--- config.mk ---
export PLATFORM = sky130hd
export DESIGN_NAME = lfsr_word_packer
export DESIGN_NICKNAME = d
export VERILOG_FILES = /design/src/rtl/lfsr_word_packer_pkg.sv /design/src/rtl/lfsr_word_fifo.sv /design/src/rtl/lfsr_word_packer.sv
export SDC_FILE = /design/constraint.sdc
export NUM_CORES = 1
export LEC_CHECK = 0
export ABC_AREA = 1
export CAP_MARGIN = 5
export CORE_ASPECT_RATIO = 0.5
export CORE_UTILIZATION = 65
export DETAILED_ROUTE_END_ITERATION = 8
export DONT_BUFFER_PORTS = 1
export HOLD_SLACK_MARGIN = 0.05
export PLACE_DENSITY = 0.81
export SLEW_MARGIN = 20
export SYNTH_ARGS = -nofsm -noshare
export SYNTH_HDL_FRONTEND = slang
export SYNTH_SLANG_ARGS = --single-unit
export TNS_END_PERCENT = 20
--- constraint.sdc ---
create_clock -name clk -period 4.2 [get_ports clk]
set_input_delay 0.21 -clock clk [delete_from_list [all_inputs] [get_ports clk]]
set_output_delay 0.21 -clock clk [all_outputs]
set_load 0.01 [all_outputs]
--- src/rtl/lfsr_word_packer_pkg.sv ---
// Shared types and default parameters for the LFSR word packer.
package lfsr_word_packer_pkg;

  localparam int DEF_WIDTH     = 8;
  localparam int DEF_RUN_LIMIT = 32;

  typedef enum logic {
    FILL = 1'b0,
    HALT = 1'b1
  } state_e;

endpackage

--- src/rtl/lfsr_word_fifo.sv ---
// Two-entry first-in first-out word buffer. Slot 0 is always the head, so the
// output needs no read pointer; a pop shifts slot 1 down into slot 0.
module lfsr_word_fifo
  import lfsr_word_packer_pkg::*;
#(
  parameter int WIDTH = DEF_WIDTH
) (
  input  logic             clk,
  input  logic             reset,
  input  logic             push_i,
  input  logic             pop_i,
  input  logic [WIDTH-1:0] din_i,
  output logic [WIDTH-1:0] dout_o,
  output logic             full_o,
  output logic             empty_o
);

  logic [WIDTH-1:0] slot0_q, slot0_d;
  logic [WIDTH-1:0] slot1_q, slot1_d;
  logic [1:0]       cnt_q, cnt_d;
  logic             do_pop;
  logic             do_push;

  // Next-state for the slots and occupancy; a push into a full buffer only
  // lands if the head is leaving on the same edge.
  always_comb begin
    slot0_d = slot0_q;
    slot1_d = slot1_q;
    cnt_d   = cnt_q;
    do_pop  = pop_i && (cnt_q != 2'd0);
    do_push = push_i && ((cnt_q != 2'd2) || do_pop);
    case ({do_push, do_pop})
      2'b01: begin
        slot0_d = slot1_q;
        slot1_d = '0;
        cnt_d   = cnt_q - 2'd1;
      end
      2'b10: begin
        if (cnt_q == 2'd0) begin
          slot0_d = din_i;
        end else begin
          slot1_d = din_i;
        end
        cnt_d = cnt_q + 2'd1;
      end
      2'b11: begin
        if (cnt_q == 2'd1) begin
          slot0_d = din_i;
        end else begin
          slot0_d = slot1_q;
          slot1_d = din_i;
        end
      end
      default: begin
      end
    endcase
  end

  // Buffer storage and occupancy register.
  always_ff @(posedge clk) begin
    if (reset) begin
      slot0_q <= '0;
      slot1_q <= '0;
      cnt_q   <= 2'd0;
    end else begin
      slot0_q <= slot0_d;
      slot1_q <= slot1_d;
      cnt_q   <= cnt_d;
    end
  end

  assign empty_o = (cnt_q == 2'd0);
  assign full_o  = (cnt_q == 2'd2);
  assign dout_o  = empty_o ? '0 : slot0_q;

endmodule

--- src/rtl/lfsr_word_packer.sv ---
// Packs the serial LFSR stream into words, buffers them for a valid/ready
// sink and runs a repetition-count health test on the raw bits.
//
//   state | meaning
//   ------+-----------------------------------------------------------
//   FILL  | normal operation, completed words are pushed to the buffer
//   HALT  | stuck stream seen; no more pushes, buffer still drains;
//         | left only by reset
module lfsr_word_packer
  import lfsr_word_packer_pkg::*;
#(
  parameter int WIDTH     = DEF_WIDTH,
  parameter int RUN_LIMIT = DEF_RUN_LIMIT
) (
  input  logic             clk,
  input  logic             reset,
  input  logic             bit_in,
  input  logic             bit_valid,
  output logic [WIDTH-1:0] word_out,
  output logic             word_valid,
  input  logic             word_ready,
  output logic             overflow,
  output logic             stuck_err
);

  localparam int CNT_W = $clog2(WIDTH);
  localparam int RUN_W = $clog2(RUN_LIMIT + 1);

  state_e           state_q, state_d;
  logic [WIDTH-2:0] shreg_q, shreg_d;
  logic [CNT_W-1:0] count_q, count_d;
  logic [RUN_W-1:0] run_q, run_d;
  logic             prev_q, prev_d;
  logic             overflow_q, overflow_d;

  logic [WIDTH-1:0] word_c;
  logic             last_bit;
  logic             stuck_hit;
  logic             push_req;
  logic             pop;
  logic             fifo_full;
  logic             fifo_empty;

  // The completed word is the stored bits plus the current one, first bit at MSB.
  assign word_c   = {shreg_q, bit_in};
  assign last_bit = (count_q == CNT_W'(WIDTH - 1));
  assign pop      = word_valid && word_ready;

  // Shift register and bit counter advance only on valid bits.
  always_comb begin
    shreg_d = shreg_q;
    count_d = count_q;
    if (bit_valid) begin
      shreg_d = word_c[WIDTH-2:0];
      count_d = last_bit ? '0 : count_q + 1'b1;
    end
  end

  // Repetition count; run_q==0 only before the first bit after reset.
  always_comb begin
    run_d  = run_q;
    prev_d = prev_q;
    if (bit_valid) begin
      prev_d = bit_in;
      if (run_q == '0 || bit_in != prev_q) begin
        run_d = RUN_W'(1);
      end else if (run_q != RUN_W'(RUN_LIMIT)) begin
        run_d = run_q + 1'b1;
      end
    end
  end

  assign stuck_hit = bit_valid && (run_d == RUN_W'(RUN_LIMIT));

  // FSM next state and push decision; a word finishing on the same edge the
  // error latches is discarded without counting as an overflow.
  always_comb begin
    state_d    = state_q;
    push_req   = 1'b0;
    overflow_d = overflow_q;
    case (state_q)
      FILL: begin
        if (stuck_hit) begin
          state_d = HALT;
        end else if (bit_valid && last_bit) begin
          push_req = 1'b1;
          if (fifo_full && !pop) begin
            overflow_d = 1'b1;
          end
        end
      end
      HALT: begin
        state_d = HALT;
      end
      default: begin
        state_d = FILL;
      end
    endcase
  end

  // State, packing and health-test registers.
  always_ff @(posedge clk) begin
    if (reset) begin
      state_q    <= FILL;
      shreg_q    <= '0;
      count_q    <= '0;
      run_q      <= '0;
      prev_q     <= 1'b0;
      overflow_q <= 1'b0;
    end else begin
      state_q    <= state_d;
      shreg_q    <= shreg_d;
      count_q    <= count_d;
      run_q      <= run_d;
      prev_q     <= prev_d;
      overflow_q <= overflow_d;
    end
  end

  lfsr_word_fifo #(
    .WIDTH (WIDTH)
  ) u_fifo (
    .clk     (clk),
    .reset   (reset),
    .push_i  (push_req),
    .pop_i   (pop),
    .din_i   (word_c),
    .dout_o  (word_out),
    .full_o  (fifo_full),
    .empty_o (fifo_empty)
  );

  assign word_valid = !fifo_empty;
  assign overflow   = overflow_q;
  assign stuck_err  = (state_q == HALT);

endmodule
======== After elaboration in Yosys (flattened, before gate mapping) ========
Index checks and enable logic that the tools add are counted.
word-level totals
  register bits ........................... 37
  memories kept ........................... 0
  bits in latches ......................... 0
  output and inout bits ................... 11
  ROM bits ................................ 0
  bits in writable memories ............... 0
  word-level logic and storage cells ...... 63
cells by class
  bitwise logic cells ..................... 2
  $lt $le $gt $ge ......................... 0
  $mul .................................... 0
  multiplexer cells ....................... 17
  add/sub/neg operators ................... 4
  equal/unequal tests ..................... 13
  shift operators ......................... 0
  reduce and logical (&&, ||, !) cells .... 18
  divide/modulo/power cells ............... 0
operators with widths
  operator                                             number
  one-hot mux 8 bit (3 select lines)                   2
  2-to-1 mux 8 bit                                     5
  2-to-1 mux 6 bit                                     3
  != test 2 bit, second input constant                 4
  adder 6 x 1 -> 6 bit, second input constant          1
  equality test 2 bit, second input constant           3
  equality test 6 bit, second input constant           1
  logical AND 1 bit                                    6
  zero test 6 bit                                      1
  != test 6 bit, second input constant                 1
  equality test 2 x 1 -> 1 bit, second input constant  2
  2-to-1 mux 1 bit                                     4
  one-hot mux 2 bit (2 select lines)                   1
  AND reduction 4 bit                                  1
  nonzero test 2 bit                                   2
  adder 3 x 1 -> 3 bit, second input constant          1
  equality test 3 bit, second input constant           1
  2-to-1 mux 3 bit                                     1
  AND reduction 3 bit                                  1
  nonzero test 3 bit                                   1
  adder 2 x 1 -> 2 bit, second input constant          1
  zero test 1 bit                                      2
  zero test 2 bit                                      1
  logical OR 1 bit                                     2
  5 further kinds                                      6

======== Depth between registers and ports, before layout ========
  depth in word-level cells ............... 12
  gate-level depth with buffers ........... 17

======== Cells and area by module ========
From an unflattened synthesis, not the netlist that was laid out.
unflattened totals
  cells, all modules ...................... 315
  area total of the unflattened synthesis .. 2092.0 µm²
modules (own cells, without submodules)
  module            cells an instance  times used  sequential area each (µm²)  area each (µm²)
  lfsr_word_fifo    193                1           360.3                       1208.7
  lfsr_word_packer  122                1           360.3                       883.3

======== Worst setup path after synthesis ========
No wires, ideal clock.
  path kind ............................... register to register
  from .................................... register run_q[0]
  to ...................................... register u_fifo.slot1_q[0]
  required time ........................... 4.114 ns
  stages on the path, launching flop included .. 16
  arrival time ............................ 2.433 ns
  buffers on the path ..................... 1
  clock period less this slack ............ 2.519 ns
  slack ................................... 1.681 ns
  cell sequence ........................... dfxtp_1 -> inv_1 -> ha_1 -> nand3_2 -> nand2_2 -> nand2_1 -> nand3_1 -> nor2_2 -> nand3_2 -> nand4_2 -> inv_1 -> ha_1 -> o221ai_1 -> buf_2 -> a21oi_1 -> a211oi_1
on the way
  word-level cells in the longest chain between the ends .. 12
  elaborated cells between the ends (all ways) .. 20
  classes of those cells .................. add/sub (1); eq/ne (7); mux (6); reduce/logical (6)
ends and longest elaborated chain
  item                                                                 line                                            text
  start: declaration                                                   lfsr_word_packer.sv:32                          logic [RUN_W-1:0] run_q, run_d;
  start signal: assignment                                             lfsr_word_packer.sv:114                         run_q <= run_d;
  adder 6 x 1 -> 6 bit (tied with other cells)                         lfsr_word_packer.sv:68                          run_d = run_q + 1'b1;
  2-to-1 mux 6 bit or logical OR 1 bit (tied branches)                 lfsr_word_packer.sv:67, lfsr_word_packer.sv:65
  2-to-1 mux 6 bit                                                     lfsr_word_packer.sv:65                          if (run_q == '0 || bit_in != prev_q) begin
  2-to-1 mux 6 bit (*)                                                 lfsr_word_packer.sv:63                          if (bit_valid) begin
  equality test 6 bit (*)                                              lfsr_word_packer.sv:73                          assign stuck_hit = bit_valid && (run_d == RUN_W'(RUN_LIMIT));
  logical AND 1 bit (*)                                                lfsr_word_packer.sv:73
  2-to-1 mux 1 bit (*)                                                 lfsr_word_packer.sv:83                          if (stuck_hit) begin
  2-to-1 mux 1 bit (*)                                                 lfsr_word_packer.sv:81                          case (state_q)
  logical AND 1 bit (*)                                                lfsr_word_fifo.sv:31                            do_push = push_i && ((cnt_q != 2'd2) || do_pop);
  equality test 2 bit or equality test 2 x 1 -> 1 bit (tied branches)  lfsr_word_fifo.sv:32                            case ({do_push, do_pop})
  != test 2 bit (no line) or nonzero test 3 bit (tied branches)        n/a
  AND reduction 3 bit (no line)                                        n/a
  end signal: assignment                                               lfsr_word_fifo.sv:67                            slot1_q <= slot1_d;
  end: declaration                                                     lfsr_word_fifo.sv:19                            logic [WIDTH-1:0] slot1_q, slot1_d;
Every way passes the cells marked *; elsewhere a longest branch is shown, timed or not.
A chain may end at the register's enable or synchronous reset.

======== Final worst setup path ========
  from .................................... register u_fifo.cnt_q[0]
  to ...................................... register u_fifo.slot0_q[2]
on the way
  word-level cells in the longest chain between the ends .. 9
  elaborated cells between the ends (all ways) .. 17
  classes of those cells .................. eq/ne (6); mux (2); reduce/logical (9)
ends and longest elaborated chain
  item                                                                 line                     text
  start: declaration                                                   lfsr_word_fifo.sv:20     logic [1:0] cnt_q, cnt_d;
  start signal: assignment                                             lfsr_word_fifo.sv:68     cnt_q <= cnt_d;
  zero test 2 bit (*)                                                  lfsr_word_fifo.sv:72     assign empty_o = (cnt_q == 2'd0);
  zero test 1 bit (*)                                                  lfsr_word_packer.sv:133  assign word_valid = !fifo_empty;
  via word_valid                                                       lfsr_word_packer.sv:20   output logic word_valid,
  logical AND 1 bit (*)                                                lfsr_word_packer.sv:47   assign pop = word_valid && word_ready;
  logical AND 1 bit (*)                                                lfsr_word_fifo.sv:30     do_pop = pop_i && (cnt_q != 2'd0);
  logical OR 1 bit                                                     lfsr_word_fifo.sv:31
  logical AND 1 bit                                                    lfsr_word_fifo.sv:31
  equality test 2 bit or equality test 2 x 1 -> 1 bit (tied branches)  lfsr_word_fifo.sv:32
  != test 2 bit (no line) or nonzero test 3 bit (tied branches)        n/a
  AND reduction 2 bit (no line)                                        n/a
  end signal: assignment                                               lfsr_word_fifo.sv:66     slot0_q <= slot0_d;
  end: declaration                                                     lfsr_word_fifo.sv:18     logic [WIDTH-1:0] slot0_q, slot0_d;
Mark *: on every way through the listed nets, which the timed path passes. The rest lies on a longest branch.

==> results.json <==
{
  "clock_latency_ns": 0.29,
  "swShare_pct": 29.1,
  "drt-vias-per-instance": 5.47,
  "crit_type": "reg2reg",
  "syn_inst": 257,
  "first_pass_iters": 4,
  "cts_resized": 0,
  "critPathLaunchType": "register",
  "port_buffers": 0,
  "pwr-share-comb_pct": 18.0,
  "die_area_um2": 3140,
  "path_cells": "inv_1, ha_1, inv_1, nand2_1, nand2_1, nand4_2, inv_1, ha_1, a21oi_1, o22ai_1, nor2_1, nor2_1",
  "place_congestion": 0.811,
  "cp_data_required_time_ns": 4.39,
  "hp-class": "in2reg",
  "final_cell_mix": "43 x inv_1, 38 x nor2_1, 36 x dfxtp_1",
  "layout-drive-gt1-share_pct": 11.3,
  "grt_pass1_vias": 1388,
  "antenna_found_initial": 0,
  "slew_headroom_pct": 58.1,
  "nNetsFinal": 270,
  "outcome": "complete, no violations",
  "crit_slowest_cell": "a21oi_1",
  "seq_area_frac_synth_pct": 38.1,
  "nFillCells": 232,
  "drtIter0Drc": 82,
  "antenna_left": 0,
  "total_power_w": 0.000780,
  "cts_made_buffers": 5,
  "dp_hpwl_mm": 2.76,
  "vias": 1607,
  "fp.dieH_um": 40.2,
  "holdBufCountCts": 2,
  "antennaDiodeCount": 0,
  "gr-total-overflow": 0,
  "worst_path_most_repeated_cell": "inv_1",
  "cp_max_fo": 11,
  "initial_utilization_pct": 70.5,
  "cts-root-buf": "clkbuf_8",
  "cts_max_path_buffers": 2,
  "cts_tree": "built",
  "ys_warn_count": 0,
  "powerDensity_nw_per_um2": 389,
  "worst_pin_slew_ns": 0.627,
  "final_common_cell": "inv_1",
  "placed_cells": 284,
  "fin_cells": 294,
  "ios": 16,
  "holdWs_ns": 0.0752,
  "clock-sinks": 36,
  "drv_slew": 0,
  "path_buf_inv": 3,
  "grt_use_total_pct": 28.1,
  "setup_viol_count_final": 0,
  "finalClockSkew_ns": 0.00288,
  "fp.dieW_um": 78.3,
  "syn_nets": 271,
  "avgSynthCellArea_um2": 7.36,
  "routed_wl_mm": 4.02,
  "wl_per_cell_um": 13.7,
  "seq_power_share_pct": 49.1,
  "grt_pass1_wl_mm": 6.32,
  "cts_setup_buffers": 0,
  "min_period_ns": 3.02,
  "ys_ff_latch": 36,
  "power_frac_clock_pct": 32.9,
  "synth_cell_types": 30,
  "route.detailed.drc": 0,
  "core-area_um2": 2680,
  "rows": 13,
  "crit_arrival_ns": 3.21,
  "max_stage_delay_ns": 0.51,
  "leakagePower_nw": 0.914,
  "syn_to_final_growth_pct": 5.89,
  "clk_pin_slew_ns": 0.07,
  "fin_crit_sh_pct": 71.8,
  "internal-power_w": 0.000553,
  "tns_ns": 0,
  "syn-cell-area_um2": 1890,
  "htreeDepth": 2,
  "fmax_mhz": 331,
  "hold_viol": 0,
  "maxCapViolations": 0,
  "path_delay_family": "simple AND/OR/NAND/NOR gates",
  "fin_util_pct": 74.6,
  "grt_max_degree": 22,
  "worstSetupEndpointType": "register",
  "p_sw_w": 0.000227,
  "rsz0062_at_grt": "no",
  "ir_worst_vdd_mv": 0.341
}
==> metrics by stage <==
step	setup WS, ns	area [µm²]
after floorplan	1.68	1890
after global placement	1.40	1890
after detailed placement	1.27	1890
after CTS	1.23	2000
after global routing	0.947	2000
final	1.18	2000
==> area by class of cell <==
class / instances / area, µm² / share of cell area [%]
Sequential cell: 36 / 721 / 36.0
Clock buffer: 7 / 86.3 / 4.31
Multi-Input combinational cell: 166 / 950 / 47.4
Inverter: 44 / 165 / 8.24
Timing Repair Buffer: 3 / 27.5 / 1.37
Tap cell: 37 / 46.3 / 2.31
Clock inverter: 1 / 7.51 / 0.375
==> metal layers <==
| metal | wire length (µm) | track usage, % | vias to the layer above |
|---|---|---|---|
| met2 | 1710 | 46.3 | 39 |
| met3 | 227 | 7.95 | 8 |
| met1 | 2030 | 35.8 | 736 |
| met5 | 0 | 0 | - |
| met4 | 56 | 12.5 | 0 |
| li1 | - | - | 824 |
==> power by group through the flow <==
| stage | Sequential (W) | Clock (W) | Combinational, W |
|---|---|---|---|
| after floorplan | 0.000387 | 0 | 0.000119 |
| after global placement | 0.000389 | 0 | 0.000130 |
| after detailed placement | 0.000390 | 0 | 0.000133 |
| after CTS | 0.000383 | 0.000260 | 0.000139 |
| after global routing | 0.000386 | 0.000275 | 0.000159 |
| final | 0.000383 | 0.000257 | 0.000140 |
==> path summary, 6_finish.rpt <==
| check | cells past startpoint | to | slack, ns | from |
|---|---|---|---|---|
| max | 12 | u_fifo.slot0_q[2]$_SDFFE_PP0P_ | 1.18 | u_fifo.cnt_q[0]$_SDFFE_PP0P_ |
| min | 3 | u_fifo.cnt_q[1]$_SDFFE_PP0P_ | 0.08 | reset |
| max reg2reg | 12 | u_fifo.slot0_q[2]$_SDFFE_PP0P_ | 1.18 | u_fifo.cnt_q[0]$_SDFFE_PP0P_ |
| min reg2reg | 2 | u_fifo.slot1_q[3]$_SDFFE_PP0P_ | 0.47 | u_fifo.slot1_q[3]$_SDFFE_PP0P_ |
==> logic make-up after synthesis <==
kind of cell	after synthesis	share of synthesized area [%]
compound gates	52	15.8
simple gates	101	26.6
fa+ha+maj	9	5.95
buf+inv	55	11.7
flops	36	38.1
xor+xnor	4	1.85
==> cell usage after synthesis, drive strengths merged <==
| library cell | count | area [µm²] |
|---|---|---|
| inv | 44 | 165 |
| nand2 | 31 | 131 |
| o21a | 2 | 15.0 |
| o221ai | 1 | 8.76 |
| or2 | 1 | 6.26 |
| clkbuf | 4 | 15.0 |
| ha | 9 | 113 |
| nor3 | 3 | 15.0 |
| xnor2 | 2 | 17.5 |
| buf | 7 | 41.3 |
| o22ai | 8 | 50.1 |
| a21oi | 20 | 100 |
| o21ai | 13 | 65.1 |
| dfxtp | 36 | 721 |
| a211oi | 8 | 60.1 |
| xor2 | 2 | 17.5 |
| nand3 | 18 | 118 |
| nor2 | 45 | 201 |
| nand4 | 3 | 31.3 |
==> worst min-delay path: stages <==
cell	delay [ns]
a21oi_1	0.02
o21ai_0	0.06
inv_1	0.04
==> registers in the layout, indices dropped and copies added (netlist names) <==
signal	cells
count_q	3
overflow	1
run_q	6
u_fifo.slot1_q	8
shreg_q	7
u_fifo.slot0_q	8
u_fifo.cnt_q	2
stuck_err	1
Note: power is estimated with default switching activity, not from simulation.
